**src/rtl/crf_axil_master.sv**
```systemverilog
// rtl/crf_axil_master.sv - single-outstanding AXI4-Lite master with response timeout
// and a sticky latch for the upsampling-done interrupt.
module crf_axil_master #(
   parameter int          AXI_DATA_WIDTH = 32,
   parameter int          AXI_ADDR_WIDTH = 32,
   parameter int unsigned TIMEOUT_CYCLES = 1024
) (
   input  logic                        clk,
   input  logic                        rst_n,
   input  logic                        cmd_valid,
   output logic                        cmd_ready,
   input  logic                        cmd_write,
   input  logic [AXI_ADDR_WIDTH-1:0]   cmd_addr,
   input  logic [AXI_DATA_WIDTH-1:0]   cmd_wdata,
   input  logic [AXI_DATA_WIDTH/8-1:0] cmd_wstrb,
   output logic                        rsp_valid,
   input  logic                        rsp_ready,
   output logic [AXI_DATA_WIDTH-1:0]   rsp_rdata,
   output logic [1:0]                  rsp_resp,
   output logic                        rsp_timeout,
   output logic                        m_axi_awvalid,
   input  logic                        m_axi_awready,
   output logic [AXI_ADDR_WIDTH-1:0]   m_axi_awaddr,
   output logic [2:0]                  m_axi_awprot,
   output logic                        m_axi_wvalid,
   input  logic                        m_axi_wready,
   output logic [AXI_DATA_WIDTH-1:0]   m_axi_wdata,
   output logic [AXI_DATA_WIDTH/8-1:0] m_axi_wstrb,
   input  logic                        m_axi_bvalid,
   output logic                        m_axi_bready,
   input  logic [1:0]                  m_axi_bresp,
   output logic                        m_axi_arvalid,
   input  logic                        m_axi_arready,
   output logic [AXI_ADDR_WIDTH-1:0]   m_axi_araddr,
   output logic [2:0]                  m_axi_arprot,
   input  logic                        m_axi_rvalid,
   output logic                        m_axi_rready,
   input  logic [AXI_DATA_WIDTH-1:0]   m_axi_rdata,
   input  logic [1:0]                  m_axi_rresp,
   input  logic                        interrupt_updone,
   output logic                        irq_pending,
   input  logic                        irq_clr
);

   typedef enum logic [2:0] {IDLE, WR_REQ, WR_RESP, RD_REQ, RD_RESP, RSP} state_t;

   localparam logic [31:0] TO_LAST = TIMEOUT_CYCLES - 1;

   state_t      state;
   logic [31:0] cnt;
   logic        timeout_hit;
   logic        aw_done;
   logic        w_done;
   logic        irq_d;
   logic        irq_edge;

   assign m_axi_awprot = 3'b000;
   assign m_axi_arprot = 3'b000;

   // Counter value reached on this edge equals TIMEOUT_CYCLES
   assign timeout_hit = (TIMEOUT_CYCLES != 0) && (cnt == TO_LAST);
   assign aw_done     = !m_axi_awvalid || m_axi_awready;
   assign w_done      = !m_axi_wvalid || m_axi_wready;

   always_ff @(posedge clk or negedge rst_n) begin
      if (!rst_n) begin
         state         <= IDLE;
         cnt           <= '0;
         cmd_ready     <= 1'b0;
         rsp_valid     <= 1'b0;
         rsp_rdata     <= '0;
         rsp_resp      <= '0;
         rsp_timeout   <= 1'b0;
         m_axi_awvalid <= 1'b0;
         m_axi_awaddr  <= '0;
         m_axi_wvalid  <= 1'b0;
         m_axi_wdata   <= '0;
         m_axi_wstrb   <= '0;
         m_axi_bready  <= 1'b0;
         m_axi_arvalid <= 1'b0;
         m_axi_araddr  <= '0;
         m_axi_rready  <= 1'b0;
      end else begin
         case (state)
            IDLE: begin
               cmd_ready <= 1'b1;
               if (cmd_valid && cmd_ready) begin
                  cmd_ready   <= 1'b0;
                  cnt         <= '0;
                  rsp_timeout <= 1'b0;
                  if (cmd_write) begin
                     m_axi_awaddr  <= cmd_addr;
                     m_axi_wdata   <= cmd_wdata;
                     m_axi_wstrb   <= cmd_wstrb;
                     m_axi_awvalid <= 1'b1;
                     m_axi_wvalid  <= 1'b1;
                     state         <= WR_REQ;
                  end else begin
                     m_axi_araddr  <= cmd_addr;
                     m_axi_arvalid <= 1'b1;
                     state         <= RD_REQ;
                  end
               end
            end
            WR_REQ: begin
               cnt <= cnt + 32'd1;
               if (timeout_hit) begin
                  m_axi_awvalid <= 1'b0;
                  m_axi_wvalid  <= 1'b0;
                  rsp_timeout   <= 1'b1;
                  rsp_resp      <= 2'b10;
                  rsp_rdata     <= '0;
                  rsp_valid     <= 1'b1;
                  state         <= RSP;
               end else begin
                  if (m_axi_awready) m_axi_awvalid <= 1'b0;
                  if (m_axi_wready)  m_axi_wvalid  <= 1'b0;
                  if (aw_done && w_done) begin
                     m_axi_bready <= 1'b1;
                     state        <= WR_RESP;
                  end
               end
            end
            WR_RESP: begin
               cnt <= cnt + 32'd1;
               // A response landing on the timeout edge still counts as a real response
               if (m_axi_bvalid) begin
                  m_axi_bready <= 1'b0;
                  rsp_resp     <= m_axi_bresp;
                  rsp_rdata    <= '0;
                  rsp_valid    <= 1'b1;
                  state        <= RSP;
               end else if (timeout_hit) begin
                  m_axi_bready <= 1'b0;
                  rsp_timeout  <= 1'b1;
                  rsp_resp     <= 2'b10;
                  rsp_rdata    <= '0;
                  rsp_valid    <= 1'b1;
                  state        <= RSP;
               end
            end
            RD_REQ: begin
               cnt <= cnt + 32'd1;
               if (timeout_hit) begin
                  m_axi_arvalid <= 1'b0;
                  rsp_timeout   <= 1'b1;
                  rsp_resp      <= 2'b10;
                  rsp_rdata     <= '0;
                  rsp_valid     <= 1'b1;
                  state         <= RSP;
               end else if (m_axi_arready) begin
                  m_axi_arvalid <= 1'b0;
                  m_axi_rready  <= 1'b1;
                  state         <= RD_RESP;
               end
            end
            RD_RESP: begin
               cnt <= cnt + 32'd1;
               if (m_axi_rvalid) begin
                  m_axi_rready <= 1'b0;
                  rsp_resp     <= m_axi_rresp;
                  rsp_rdata    <= m_axi_rdata;
                  rsp_valid    <= 1'b1;
                  state        <= RSP;
               end else if (timeout_hit) begin
                  m_axi_rready <= 1'b0;
                  rsp_timeout  <= 1'b1;
                  rsp_resp     <= 2'b10;
                  rsp_rdata    <= '0;
                  rsp_valid    <= 1'b1;
                  state        <= RSP;
               end
            end
            RSP: begin
               if (rsp_ready) begin
                  rsp_valid <= 1'b0;
                  cmd_ready <= 1'b1;
                  state     <= IDLE;
               end
            end
            default: state <= IDLE;
         endcase
      end
   end

   // Edge is registered before it sets the flag, so a set lands two cycles after the pulse
   always_ff @(posedge clk or negedge rst_n) begin
      if (!rst_n) begin
         irq_d       <= 1'b0;
         irq_edge    <= 1'b0;
         irq_pending <= 1'b0;
      end else begin
         irq_d    <= interrupt_updone;
         irq_edge <= interrupt_updone & ~irq_d;
         if (irq_edge)     irq_pending <= 1'b1;
         else if (irq_clr) irq_pending <= 1'b0;
      end
   end

endmodule
```
**config.mk**
```make
export PLATFORM = sky130hd
export DESIGN_NAME = crf_axil_master
export DESIGN_NICKNAME = d
export VERILOG_FILES = /design/src/rtl/crf_axil_master.sv
export SDC_FILE = /design/constraint.sdc
export NUM_CORES = 1
export LEC_CHECK = 0
export ABC_AREA = 1
export CAP_MARGIN = 20
export CORE_ASPECT_RATIO = 2
export CORE_MARGIN = 2
export CORE_UTILIZATION = 45
export CTS_BUF_LIST = sky130_fd_sc_hd__clkbuf_16
export DETAILED_ROUTE_END_ITERATION = 6
export GPL_ROUTABILITY_DRIVEN = 0
export PLACE_DENSITY = 0.85
export SLEW_MARGIN = 20
export SYNTH_ARGS = -nofsm -noshare
export SYNTH_HDL_FRONTEND = slang
export SYNTH_SLANG_ARGS = --single-unit
```
**constraint.sdc**
```tcl
create_clock -name clk -period 2.24 [get_ports clk]
set_clock_uncertainty 0.15 [all_clocks]
set_input_delay 0.224 -clock clk [delete_from_list [all_inputs] [get_ports clk]]
set_output_delay 0.224 -clock clk [all_outputs]
set_load 0.01 [all_outputs]
```
Word-level counts from Yosys, hierarchy flattened:

Index checks and enable logic that the tools add are counted.

* logic and storage cells: 134
* input port bits: 116
* bits in registers: 180
* output and inout bits: 149
* memory bits (writable): 0
* memories kept: 0
* bits in latches: 0
* ROM bits: 0

* reductions and logical operators: 31
* equality and inequality tests: 22
* $lt $le $gt $ge: 0
* divide/modulo/power cells: 0
* add/subtract/negate cells: 1
* bitwise operators: 3
* shifts and indexed selects: 0
* $mul: 0
* multiplexer cells: 58

Operators by type and width (count)
* 32-bit two-way mux: 4
* 32-bit case mux with 3 select lines: 1
* 32-bit case mux with 2 select lines: 1
* 32-bit by 1-bit adder with 32-bit output, second input constant: 1
* 32-bit by 10-bit equality test with 1-bit output, second input constant: 1
* 1-bit two-way mux: 29
* 4-bit AND reduction: 7
* 3-bit two-way mux: 9
* 2-bit inequality test, second input constant: 10
* 3-bit inequality test, second input constant: 6
* 3-bit case mux with 6 select lines: 1
* 2-bit nonzero test: 7
* 1-bit case mux with 2 select lines: 6
* 2-bit two-way mux: 4
* 1-bit case mux with 4 select lines: 2
* 4-bit nonzero test: 2
* 3-bit by 2-bit equality test with 1-bit output, second input constant: 2
* 3-bit equality test, second input constant: 2
* 2-bit case mux with 3 select lines: 1
* 2-bit AND reduction: 3
* 3-bit AND reduction: 2
* 4-bit OR reduction: 1
* 3-bit by 1-bit equality test with 1-bit output, second input constant: 1
* 3-bit zero test: 1
* other kinds (7): 11

Logic depth before layout (Yosys ltp):

Gate-level depths: netlist of run 1.

* depth after elaboration: 6
* depth in mapped cells: 12
* gate-level depth less buffers: 12

Least setup slack after synthesis of run 1:

OpenSTA, ideal clock, no wires.

* path kind: reg-to-reg
* start: reg cnt[0]
* end: reg rsp_rdata[21]
* buffers on the path: 1
* setup slack: 0.469 ns
* library setup time: 0.069 ns
* data arrival time: 1.552 ns
* stages on the path, launching flop included: 12
* clock period less this slack: 1.771 ns
* path through: dfrtp_1 > ha_1 > inv_1 > nor2_4 > nand2_4 > nor2_4 > nand2_4 > nand2_2 > o21ai_4 > buf_6 > nand2_1 > nand3_1

* cells in the longest elaborated chain, start to end: 4
* elaborated cells between the ends (all ways): 5
* classes of those cells: 1 x eq/ne; 4 x mux

RTL lines
* start, declared: RTL line 50 `logic [31:0] cnt;`
* start signal, assigned: RTL line 106 `cnt <= cnt + 32'd1;`
* start signal, assigned: RTL line 125 `cnt <= cnt + 32'd1;`
* start signal, assigned: RTL line 143 `cnt <= cnt + 32'd1;`
* 32-bit by 10-bit equality test with 1-bit output *: RTL line 61 `assign timeout_hit = (TIMEOUT_CYCLES != 0) && (cnt == TO_LAST);`
* 32-bit two-way mux *
* 32-bit two-way mux (on tied branches)
* 32-bit case mux with 3 select lines *
* end signal, assigned: RTL line 162 `rsp_rdata <= m_axi_rdata;`
* end, declared: RTL line 18 `output logic [AXI_DATA_WIDTH-1:0] rsp_rdata,`

Mark *: on every way between the ends. The rest lies on a longest branch, timed or not.
A chain may end at the register's enable or synchronous reset.

Final worst setup path of run 1:

* start: reg cnt[1]
* end: reg rsp_rdata[29]

Same word-level chain as after synthesis.

==> results.cfg, run 1 <==
[timing]
finalSetupViolations = 0
final-hold-violation-count = 0
worstMarginPinSlew_ps = 577
setup_total_negative_slack_ps = 0
final_max_slew_viol_count = 0
worst_slack_ps = 171
grt_setup_unrepaired = false
relSlewSlack = 0.612
finalCritPeriodShare = 0.924
timing.final.crit_period_ps = 2070
achievable-frequency_mhz = 483
timing.hold.ws_ps = 127

[hold_path]
hold_path_class = input port to flop

[setup_path]
cpLargestDelayFamily = simple AND/OR/NAND/NOR gates
crit_path_end_kind = flop
crit_chain = ha_1, inv_1, nor2_4, nand2_4, nor2_4, nand2_4, buf_4, buf_4, nand3_1, nand3_1
startpoint_type = flop
timing.critical_path.required_ps = 2390
crit_buf_inv = 3
arrival_time_of_the_worst_setup_path_ps = 2220
cpMaxStageDelayCell = sky130_fd_sc_hd__dfrtp_1
reg2reg_setup_slack_ps = 170
worst_path_largest_cell_delay_ps = 390
crit_path_max_fanout = 27
criticalPathCategory = flop to flop

[layout]
final_core_utilization = 0.645
final_cell_mix = sky130_fd_sc_hd__clkdlybuf4s50_1, sky130_fd_sc_hd__nand2_1, sky130_fd_sc_hd__dfrtp_1
area.growth.synth_to_final_pct = 40.9
layout_commonest_cell = sky130_fd_sc_hd__clkdlybuf4s50_1
final_cell_count_no_fill = 1362
finalNetCount = 1251
diodes = 0
fillCellCount = 1439
drive_above_1_share = 0.129

[synthesis]
average_size_of_a_mapped_cell_sq_um = 9.60
yosys_warnings = 0
synth_async_sr_flop_share = 1.00
count_of_mapped_cells_out_of_synthesis = 868
synth_ff_type = sky130_fd_sc_hd__dfrtp_1
synth-edff-count = 0
synth_top_cell_area_share = 0.540
synth_top_cells_by_area = sky130_fd_sc_hd__dfrtp_1, sky130_fd_sc_hd__nand2_1, sky130_fd_sc_hd__mux2_2
netlist_area_before_placement_sq_mm = 0.00833
cell_variety_after_synth = 43
seq_area_frac_synth = 0.540
postSynthRegisterBits = 180
most_area_hungry_cell_type_in_the_yosys_netlist = sky130_fd_sc_hd__dfrtp_1

[cts]
cts-root-to-sink-buffers = 2
clkLatencyLatePin_ps = 430
cts_root_buffer = sky130_fd_sc_hd__clkbuf_16
cts_htree_levels = 4
cts_tree = done
number_of_buffers_inserted_to_repair_setup_after_cts = 0
clk_pin_slew_worst_paths_ps = 70
numCtsBuffers = 17
cts_num_sinks = 180

[detailed_routing]
post_drt_via_cell_ratio = 5.19
totalWireLength_um = 23800
drtIter0Drc = 477
num_vias = 7069
detailedRoute.firstPassIterationCount = 5
post_drt_wl_per_cell_um = 17.5
drcViolationCount = 0
ant_nets = 0

[job]
timing.max_cap.violations = 0

[floorplanning]
initial_core_util = 0.457
number_of_rows_created_at_floorplan = 70
die-width_um = 100
floorplan.die.height_um = 196
floorplan.die_area_sq_mm = 0.0197
boundaryPins = 265
core_region_area_sq_mm = 0.0182

[global_routing]
first_global_vias = 7257
initial_antenna_violation_count = 0
grt_util_all_layers = 0.242
grt_max_degree = 57
grt_remaining_overflow = 0
grt_pass1_wl_um = 37200

[power_and_ir_drop]
power.density_cell_area_mw_per_mm2 = 1370
irDropWorstVdd_v = 0.00103
p_leak_uw = 0.00521

[placement]
dp.cells = 1329
post-place-ws_ps = 52.2
io_buffers = 258
dpl.hpwl_um = 17400

[run_status]
run_status = completed
through the flow:
step	cell area, sq um	power [uW]
3_5_place_dp	11100	13000
4_1_cts	11700	16100
6_report	11700	16100
2_1_floorplan	8350	9290
3_3_place_gp	11100	12700
5_1_grt	11700	17000
power by group:
group          switching (uW)  internal [uW]  leakage (uW)  total [uW]
Combinational            3610           3740       0.00268        7350
Sequential                954           4680       0.00224        5630
Clock                    1330           1760      0.000288        3090
Total                    5890          10200       0.00521       16100
cells by family after synthesis:
family	Yosys count	share of synthesized area
buffers and inverters	106	0.0647
other	1	0.000450
XOR/XNOR	15	0.0158
multiplexers	76	0.103
AND/OR/NAND/NOR	407	0.220
adder cells (fa/ha/maj)	1	0.00150
flip-flops	180	0.540
AO/OA/AOI/OAI	82	0.0540
worst reg2reg max path, stage by stage (launching register included):
cell and delay, ps:
sky130_fd_sc_hd__dfrtp_1 390, sky130_fd_sc_hd__ha_1 190, sky130_fd_sc_hd__inv_1 110, sky130_fd_sc_hd__nor2_4 190, sky130_fd_sc_hd__nand2_4 80, sky130_fd_sc_hd__nor2_4 120, sky130_fd_sc_hd__nand2_4 60, sky130_fd_sc_hd__buf_4 200
sky130_fd_sc_hd__buf_4 250, sky130_fd_sc_hd__nand3_1 110, sky130_fd_sc_hd__nand3_1 90
path summary, 6_finish.rpt:
check / from / endpoint / depth (start not counted)
max: cnt[1] / rsp_rdata[29] / 10
min: interrupt_updone / irq_d / 1
max reg2reg: cnt[1] / rsp_rdata[29] / 10
min reg2reg: irq_d / irq_edge / 1
max in group asynchronous: rst_n / rsp_rdata[25] / 3
min in group asynchronous: rst_n / m_axi_wdata[12] / 2
flip-flops by register name (all words and copies together), names as in the netlist, 2 cells and up:
signal / count
cnt: 32
m_axi_araddr: 32
m_axi_awaddr: 32
m_axi_wdata: 32
rsp_rdata: 32
m_axi_wstrb: 4
state: 3
rsp_resp: 2
cells in the mapped netlist, drive strengths merged, types with 2 or more instances:
cell type  instances
xor2              15
a21oi             26
buf               34
dfrtp            180
nand4              4
mux2              76
inv               69
nor2              89
o21ai             43
o22ai             10
nor3              15
nand2            204
clkbuf             2
nand3             89
timing repair:
item | 4_1_cts | 5_1_grt
hold endpoints to repair | 52 | 0
hold buffers | 1 | 0
gates resized for setup | 0 | 1
setup endpoints to repair | 0 | 32
metal layers:
metal,up-vias,global-route usage,share of wire
met2,273,0.427,0.53
met3,65,0.0553,0.059
met5,-,0,0
met4,0,0.125,0.048
met1,3376,0.267,0.36
li1,3355,-,-
layout make-up:
cell class	instances	area (sq um)	share of cell area
tap	216	270	0.0230
clock inverter	14	174	0.0148
clock buffer	17	425	0.0362
inverter	70	268	0.0228
timing repair buffer	277	2780	0.237
multi-input combinational	588	3330	0.283
sequential	180	4500	0.383
(Power assumes the default switching activity.)
==> run 2, diff against run 1 <==
Settings changed: ABC_CLOCK_PERIOD_IN_PS from default to 2240.
==> results of run 2 <==
The final DEF is identical to that of run 1; final timing and power are the same.
==> run 3, diff against run 2 <==
Settings changed: HOLD_SLACK_MARGIN from default to 0.12.
==> results.cfg, run 3 (synthesis results as in run 1) <==
[timing]
setup_total_negative_slack_ps = 0
finalCritPeriodShare = 0.923
achievable-frequency_mhz = 484
timing.hold.ws_ps = 183
timing.final.crit_period_ps = 2070
worstMarginPinSlew_ps = 574
final-hold-violation-count = 0
relSlewSlack = 0.614
finalSetupViolations = 0
final_max_slew_viol_count = 0
grt_setup_unrepaired = false

[global_routing]
grt_pass1_wl_um = 37200
grt_util_met1 = 0.267
grt_max_degree = 57
first_global_vias = 7260
grt_util_met2 = 0.427
grt_remaining_overflow = 0
initial_antenna_violation_count = 0
grtUsageMet3 = 0.0557
grt_util_all_layers = 0.242
gr-max-usage-layer = met2

[layout]
layout_commonest_cell = sky130_fd_sc_hd__clkdlybuf4s50_1
area.growth.synth_to_final_pct = 41.1
diodes = 0
area.sequential_sq_mm = 0.00450
drive_above_1_share = 0.129
finalNetCount = 1252
multiInputGateArea_sq_mm = 0.00333
final_core_utilization = 0.645
final_cell_mix = sky130_fd_sc_hd__clkdlybuf4s50_1, sky130_fd_sc_hd__nand2_1, sky130_fd_sc_hd__dfrtp_1
fillCellCount = 1435

[cts]
clkLatencyLatePin_ps = 430
numCtsBuffers = 17
cts_root_buffer = sky130_fd_sc_hd__clkbuf_16
cts_htree_levels = 4
cts_tree = done
cts-root-to-sink-buffers = 2
clk_pin_slew_worst_paths_ps = 70
cts_num_sinks = 180

[floorplanning]
die-width_um = 100
initial_core_util = 0.457
core_region_area_sq_mm = 0.0182
number_of_rows_created_at_floorplan = 70
boundaryPins = 265
floorplan.die_area_sq_mm = 0.0197
floorplan.die.height_um = 196

[detailed_routing]
post_drt_via_cell_ratio = 5.22
ant_nets = 0
detailedRoute.firstPassIterationCount = 5
totalWireLength_um = 23800
num_vias = 7114
drcViolationCount = 0
post_drt_wl_per_cell_um = 17.5
drtIter0Drc = 433

[setup_path]
r2r_start = cnt[1]
cpMaxStageDelayCell = sky130_fd_sc_hd__dfrtp_1
crit_path_max_fanout = 4
crit_top_cell = sky130_fd_sc_hd__nand2_1
timing.critical_path.required_ps = 2440
critPathLaunch = cnt[1]
reg2reg_setup_slack_ps = 170
ff2ff_path_depth = 12
cp.depth = 12
cpLargestDelayFamily = simple AND/OR/NAND/NOR gates
critical_path.endpoint = cnt[16]
startpoint_type = flop
criticalPathCategory = flop to flop
crit_path_end_kind = flop
worst_path_largest_cell_delay_ps = 390
end_of_the_worst_register_to_register_path = cnt[16]
crit_buf_inv = 2
crit_chain = ha_1, inv_1, nor2_4, nand2_4, buf_4, nor2_2, nand2_4, nor2_4, nand2_1, nand2_1, nand2_1, nor2_1
arrival_time_of_the_worst_setup_path_ps = 2270

[job]
timing.max_cap.violations = 0

[power_and_ir_drop]
power.density_cell_area_mw_per_mm2 = 1370
p_leak_uw = 0.00521
irDropWorstVdd_v = 0.00103

[hold_path]
hold_path_class = input port to async pin

[placement]
dpl.hpwl_um = 17400
io_buffers = 258

[run_status]
run_status = completed
## run 3: changes by cell type in the layout (fill, tap and decap cells not counted), sizes merged
cell | previous run | this run
dlygate4sd3 | 1 | 2
## run 3: worst min-delay path by stage
stage                      end  cells after the start  slack (ps)
2_1_floorplan        cmd_ready                      0        -220
3_3_place_gp   m_axi_wdata[12]                      1          70
3_5_place_dp   m_axi_wdata[12]                      1          80
4_1_cts        m_axi_wdata[26]                      2         190
5_1_grt          rsp_rdata[25]                      3         210
6_report       m_axi_wdata[12]                      2         180
## run 3: layer usage
metal | part of all wire | up-vias
li1 | - | 3357
met1 | 0.36 | 3394
met2 | 0.53 | 293
met3 | 0.060 | 70
met4 | 0.051 | 0
met5 | 0 | -
## run 3: what timing repair did
item,CTS,global route
hold buffers,2,0
gates resized for setup,0,1
endpoints found under the hold margin,181,0
setup endpoints to repair,0,32
buffers inserted,0,0
## run 3: area by class of cell
| type | instances | share of cell area |
|---|---|---|
| Clock buffer | 17 | 0.0362 |
| Clock inverter | 14 | 0.0148 |
| Inverter | 70 | 0.0228 |
| Multi-Input combinational cell | 588 | 0.283 |
| Sequential cell | 180 | 0.383 |
| Tap cell | 216 | 0.0230 |
| Timing Repair Buffer | 278 | 0.237 |
## run 3: power by group
group	leakage [uW]	switching [uW]	internal [uW]
sequential	0.00224	952	4680
combinational	0.00268	3610	3750
clock	0.000288	1320	1760
## run 3: through the flow
| step | setup WS (ps) | std cells | total power (uW) | instance area [sq um] |
|---|---|---|---|---|
| after global routing | 16.0 | 1363 | 17000 | 11800 |
| after detailed placement | 52.2 | 1329 | 13000 | 11100 |
| after floorplan | 469 | 873 | 9290 | 8350 |
| final | 173 | 1363 | 16100 | 11800 |
| after global placement | 123 | 1329 | 12700 | 11100 |
| after CTS | 29.0 | 1362 | 16100 | 11700 |
